$ cat src/rtl/full_adder_if.sv
// Bit-slice bus for the full adder: operand/qualifier inputs plus combinational
// and registered results. The slave modport is the adder side.
interface full_adder_if;
    logic a;
    logic b;
    logic cin;
    logic in_valid;
    logic s;
    logic cout;
    logic s_q;
    logic cout_q;
    logic out_valid;

    modport master (
        output a, b, cin, in_valid,
        input  s, cout, s_q, cout_q, out_valid
    );

    modport slave (
        input  a, b, cin, in_valid,
        output s, cout, s_q, cout_q, out_valid
    );
endinterface

$ cat src/rtl/full_adder.sv
// 1-bit mirror-topology full adder with a combinational result and a one-stage
// registered copy qualified by a valid flag; used as the ripple-adder bit-slice.
module full_adder (
    input  logic          clk,
    input  logic          rst,
    full_adder_if.slave   bus
);

    logic ab_and;
    logic ab_or;
    logic abc_and;
    logic abc_or;
    logic cout_n;
    logic s_n;
    logic cout_c;
    logic s_c;

    logic sum_q,   sum_d;
    logic carry_q, carry_d;
    logic valid_q, valid_d;

    assign ab_and  = bus.a & bus.b;
    assign ab_or   = bus.a | bus.b;
    assign abc_and = ab_and & bus.cin;
    assign abc_or  = ab_or | bus.cin;

    // Carry-bar first; the sum-bar stage reuses it instead of an XOR chain.
    assign cout_n = ~(ab_and | (bus.cin & ab_or));
    assign s_n    = ~(abc_and | (cout_n & abc_or));

    assign cout_c = ~cout_n;
    assign s_c    = ~s_n;

    assign bus.cout = cout_c;
    assign bus.s    = s_c;

    always_comb begin
        sum_d   = sum_q;
        carry_d = carry_q;
        valid_d = bus.in_valid;
        if (bus.in_valid) begin
            sum_d   = s_c;
            carry_d = cout_c;
        end
    end

    always_ff @(posedge clk or posedge rst) begin
        if (rst) begin
            sum_q   <= 1'b0;
            carry_q <= 1'b0;
            valid_q <= 1'b0;
        end else begin
            sum_q   <= sum_d;
            carry_q <= carry_d;
            valid_q <= valid_d;
        end
    end

    assign bus.s_q       = sum_q;
    assign bus.cout_q    = carry_q;
    assign bus.out_valid = valid_q;

endmodule

$ cat src/flat_wrapper.sv
// flat-port wrapper written by rule: the top's interface ports become plain ports
module full_adder_flat 
  (clk, rst, bus_a, bus_b, bus_cin, bus_in_valid, bus_s, bus_cout, bus_s_q, bus_cout_q, bus_out_valid);
  full_adder_if bus_i ();
  input  logic clk;
  input  logic rst;
  input wire logic [$bits(bus_i.a)-1:0] bus_a;
  input wire logic [$bits(bus_i.b)-1:0] bus_b;
  input wire logic [$bits(bus_i.cin)-1:0] bus_cin;
  input wire logic [$bits(bus_i.in_valid)-1:0] bus_in_valid;
  output wire logic [$bits(bus_i.s)-1:0] bus_s;
  output wire logic [$bits(bus_i.cout)-1:0] bus_cout;
  output wire logic [$bits(bus_i.s_q)-1:0] bus_s_q;
  output wire logic [$bits(bus_i.cout_q)-1:0] bus_cout_q;
  output wire logic [$bits(bus_i.out_valid)-1:0] bus_out_valid;
  assign bus_i.a = bus_a;
  assign bus_i.b = bus_b;
  assign bus_i.cin = bus_cin;
  assign bus_i.in_valid = bus_in_valid;
  assign bus_s = bus_i.s;
  assign bus_cout = bus_i.cout;
  assign bus_s_q = bus_i.s_q;
  assign bus_cout_q = bus_i.cout_q;
  assign bus_out_valid = bus_i.out_valid;
  full_adder u_core (.clk(clk), .rst(rst), .bus(bus_i));
endmodule
$ cat config.mk
export PLATFORM = sky130hd
export DESIGN_NAME = full_adder_flat
export DESIGN_NICKNAME = d
export VERILOG_FILES = /design/src/rtl/full_adder_if.sv /design/src/rtl/full_adder.sv /design/src/flat_wrapper.sv
export SDC_FILE = /design/constraint.sdc
export NUM_CORES = 1
export LEC_CHECK = 0
export CELL_PAD_IN_SITES_DETAIL_PLACEMENT = 1
export CELL_PAD_IN_SITES_GLOBAL_PLACEMENT = 1
export CORE_AREA = 2 2 39 41
export DETAILED_ROUTE_END_ITERATION = 8
export DIE_AREA = 0 0 41 43
export PLACE_DENSITY = 0.38
export SLEW_MARGIN = 5
export SYNTH_ARGS = -nofsm -noshare
export SYNTH_HDL_FRONTEND = slang
export SYNTH_SLANG_ARGS = --single-unit
$ cat constraint.sdc
create_clock -name clk -period 2.3 [get_ports clk]
set_input_delay 0.46 -clock clk [delete_from_list [all_inputs] [get_ports clk]]
set_output_delay 0.46 -clock clk [all_outputs]
set_load 0.05 [all_outputs]
==> results of run 1 <==
cell families (layout without fill, tap and decap cells):
family | after synthesis | count (layout) | share of synthesized area (%)
flip-flops | 3 | 3 | 61.9
multiplexers | 2 | 2 | 18.6
adder cells (fa/ha/maj) | 1 | 1 | 16.5
buffers and inverters | 1 | 15 | 3.09
power breakdown:
part	switching, mW	total, mW	internal, mW
clock	0.0275	0.0925	0.0650
combinational	0.0507	0.0882	0.0375
sequential	0.00276	0.0625	0.0597
worst min path at each step:
stage / endpoint / cells after the start / from / slack, ps
global placement: u_core.bus.cout_q$_DFFE_PP0P_ / 1 / u_core.bus.cout_q$_DFFE_PP0P_ / 500
detailed placement: u_core.bus.s_q$_DFFE_PP0P_ / 1 / u_core.bus.s_q$_DFFE_PP0P_ / 500
CTS: u_core.bus.cout_q$_DFFE_PP0P_ / 2 / rst / 380
floorplan: u_core.bus.cout_q$_DFFE_PP0P_ / 1 / rst / 210
global route: u_core.bus.cout_q$_DFFE_PP0P_ / 2 / rst / 400
finish: u_core.bus.cout_q$_DFFE_PP0P_ / 2 / rst / 390
stage by stage:
| stage | power, mW | hold WS [ps] |
|---|---|---|
| after global placement | 0.153 | 504 |
| after global routing | 0.263 | 398 |
| after detailed placement | 0.153 | 496 |
| after CTS | 0.252 | 381 |
| after floorplan | 0.114 | 214 |
| final | 0.243 | 391 |
final cells by class:
type | count | area [sq um] | share of cell area (%)
Sequential cell | 3 | 75.1 | 27.3
Multi-Input combinational cell | 3 | 42.5 | 15.5
Inverter | 1 | 3.75 | 1.36
Timing Repair Buffer | 10 | 108 | 39.1
Tap cell | 16 | 20.0 | 7.27
Clock buffer | 4 | 26.3 | 9.55
routing by layer:
layer	track usage, %	vias up	share of wire, %	routed length (um)
met2	6.25	11	42	152
met4	8.00	0	0	0
met3	5.24	0	19	69
met1	5.19	52	38	138
li1	-	50	-	-
met5	0	-	0	0
Yosys cell counts (all sizes together):
| master | number | area, sq um |
|---|---|---|
| dfrtp | 3 | 75.1 |
| mux2 | 2 | 22.5 |
| fa | 1 | 20.0 |
| inv | 1 | 3.75 |
sequential cells by signal, indices dropped and copies added (netlist names):
signal	count
u_core.bus.cout_q	1
u_core.bus.out_valid	1
u_core.bus.s_q	1
==> results by stage, run 1 <==
Setup path:
- The logic depth of the worst setup path including buffers is 3.
- The worst setup path is captured at an output port.
- The worst-path maximum fanout is 2.
- The signal arrival time at the worst endpoint is 1640 ps.
- The worst register-to-register path begins at u_core.bus.cout_q$_DFFE_PP0P_.
- The worst setup path startpoint is bus_cin.
- The termination of the worst setup path is bus_s.
- The number of cells on the worst reg-to-reg path is 1.
- The critical path goes through clkdlybuf4s50_1 > fa_1 > buf_12.
- The longest individual stage delay on the worst path is 600 ps.
- The critical setup path kind is input port to output port.
- The data required time of the critical path is 1840 ps.
- The sum of buffers and inverters on the critical path is 2.
- The worst setup path is launched from an input port.
- The slack of the worst reg-to-reg path is 1560 ps.
- In this design, the largest share of critical-path delay is due to adder cells.
- The endpoint of the worst-slack reg-to-reg timing path is u_core.bus.cout_q$_DFFE_PP0P_.
- Among all stages on the critical path, the largest delay is contributed by fa_1.

STA:
- The number of max-slew violations in the final report is 0.
- Setup repair after global routing left no endpoint under its margin.
- After routing, the total negative slack on setup checks comes to 0 ps.
- The worst pin sits at a relative slew slack of 67.0%.
- After layout, the worst setup slack is 199 ps.
- Derived from the worst setup path, the maximum achievable clock frequency is 476 MHz.
- The worst path in the final design needs a cycle of 2100 ps, including I/O delays and setup.
- Between clock sinks in the finished design, the worst skew comes to 0 ps.
- After layout, the worst path uses 91.4% of the clock period.
- The total of endpoints with negative setup slack in the final report is 0.
- The transition at the pin with the smallest max-transition slack is 493 ps.
- The final count of hold timing violations came to 0.

Place:
- The placed instance area is 249 sq um.
- Before CTS, the worst setup slack after placement is 190 ps.
- The number of placed instances with taps included is 33.
- At the end of routability-driven placement, the weighted congestion stood at 0.552.
- In this run the tool buffered the top-level ports with 10 buffer cells.

Routing:
- The ratio of routed vias to standard cells is 3.05.
- After detailed routing, the total wire length is 360 um.
- The final route contains 113 vias.
- The first-pass iteration count of the detailed router is 1.
- After detailed routing, the number of remaining DRC violations is 0.
- The detail route stage leaves a number of antenna-violating nets equal to 0.
- The violation count after the first detailed-routing iteration is 0.
- After detailed routing, the average wire length per cell comes to 9.73 um.

Outcome:
- The run finished with clean final reports.

Clock tree:
- Once the clock tree was built, the resizer swapped 0 gates to a different size.
- After clock tree synthesis, the clock-pin slew on the worst setup and hold paths is 40 ps.
- The buffer depth of the longest clock path is 2.
- The clock drives 3 sinks.
- In this run the number of H-tree levels came out at 1.
- The number of buffers inserted during clock tree synthesis is 3.
- The TritonCTS clock tree is done.
- The cell chosen for the clock root is clkbuf_4.
- The clock latency reported for the late side of the worst-skew pair is 230 ps.
- The number of buffers inserted by post-CTS setup repair is 0.
- The count of hold buffers inserted by post-cts repair is 0.

Die:
- The core region is 0.00138 sq mm.
- The floorplan step defined a die boundary enclosing 0.00176 sq mm.
- Once the floorplan was initialized, standard cells occupied 8.77% of the core.
- The die width is 41 um.
- The placement row count is 14.
- The number of placed I/O pins is 11.
- The die is 43 um tall.

Layout:
- Fill cells in the final layout number 159.
- The final cell utilization of the core is 19.9%.
- Leaving out fill and tap cells, the most frequent cell in the layout is clkdlybuf4s50_1.
- The diode insertion count for antenna repair is 0.
- Compared with the post-synthesis result, the final layout area differs by 127%.
- Of the cells placed in the final design, the portion with a size suffix greater than 1 is 33.3%.
- Leaving out fill and tap cells, the most frequent cells in the layout are clkdlybuf4s50_1, clkbuf_4, dfrtp_1.
- The count of nets after finishing is 29.
- The finished cells cover 275 sq um.
- The final instance count without filler cells is 37.

Synth:
- After synthesis, the netlist uses 4 different library cells.
- The mean cell area of the mapped netlist is 17.3 sq um.
- The number of nets in the synthesized netlist is 14.
- Summing every instance area after synthesis gives 121 sq um.
- The Yosys step of the flow raised 0 warnings.
- In this run, synthesis produced a sequential element count of 3.
- The sequential share of the synthesized area is 61.9%.
- The number of cells produced by synthesis is 7.

Global route:
- Entering global routing, the biggest net connects 4 pins.
- The global-route wire length before repair is 552 um.
- The number of global-route vias before repair is 124.
- The total congestion overflow after global routing is 0.
- For this run, the total global-route usage over all layers was measured as 5.84%.
- The initial antenna violation count is 0.

Pwr:
- The worst IR drop on VDD is 203 uV.
- In this run the static leakage power is 0.116 nW.
- The power density over the cells is 884 mW/mm^2.

Job:
- The reported max-cap violation count is 0.

Hold path:
- The path category of the worst min-delay check is input port to asynchronous set/reset pin.
No activity file was read; power rests on OpenSTA's default activity.
==> run 2: changes to the inputs <==
--- a/config.mk
+++ b/config.mk
@@ -8,6 +8,7 @@
 export CELL_PAD_IN_SITES_DETAIL_PLACEMENT = 1
 export CELL_PAD_IN_SITES_GLOBAL_PLACEMENT = 1
 export CORE_AREA = 2 2 39 41
+export CTS_CLUSTER_DIAMETER = 60
 export DETAILED_ROUTE_END_ITERATION = 8
 export DIE_AREA = 0 0 41 43
 export PLACE_DENSITY = 0.38
==> results of run 2 <==
No change in the layout: final DEF, timing and power equal those of run 1.
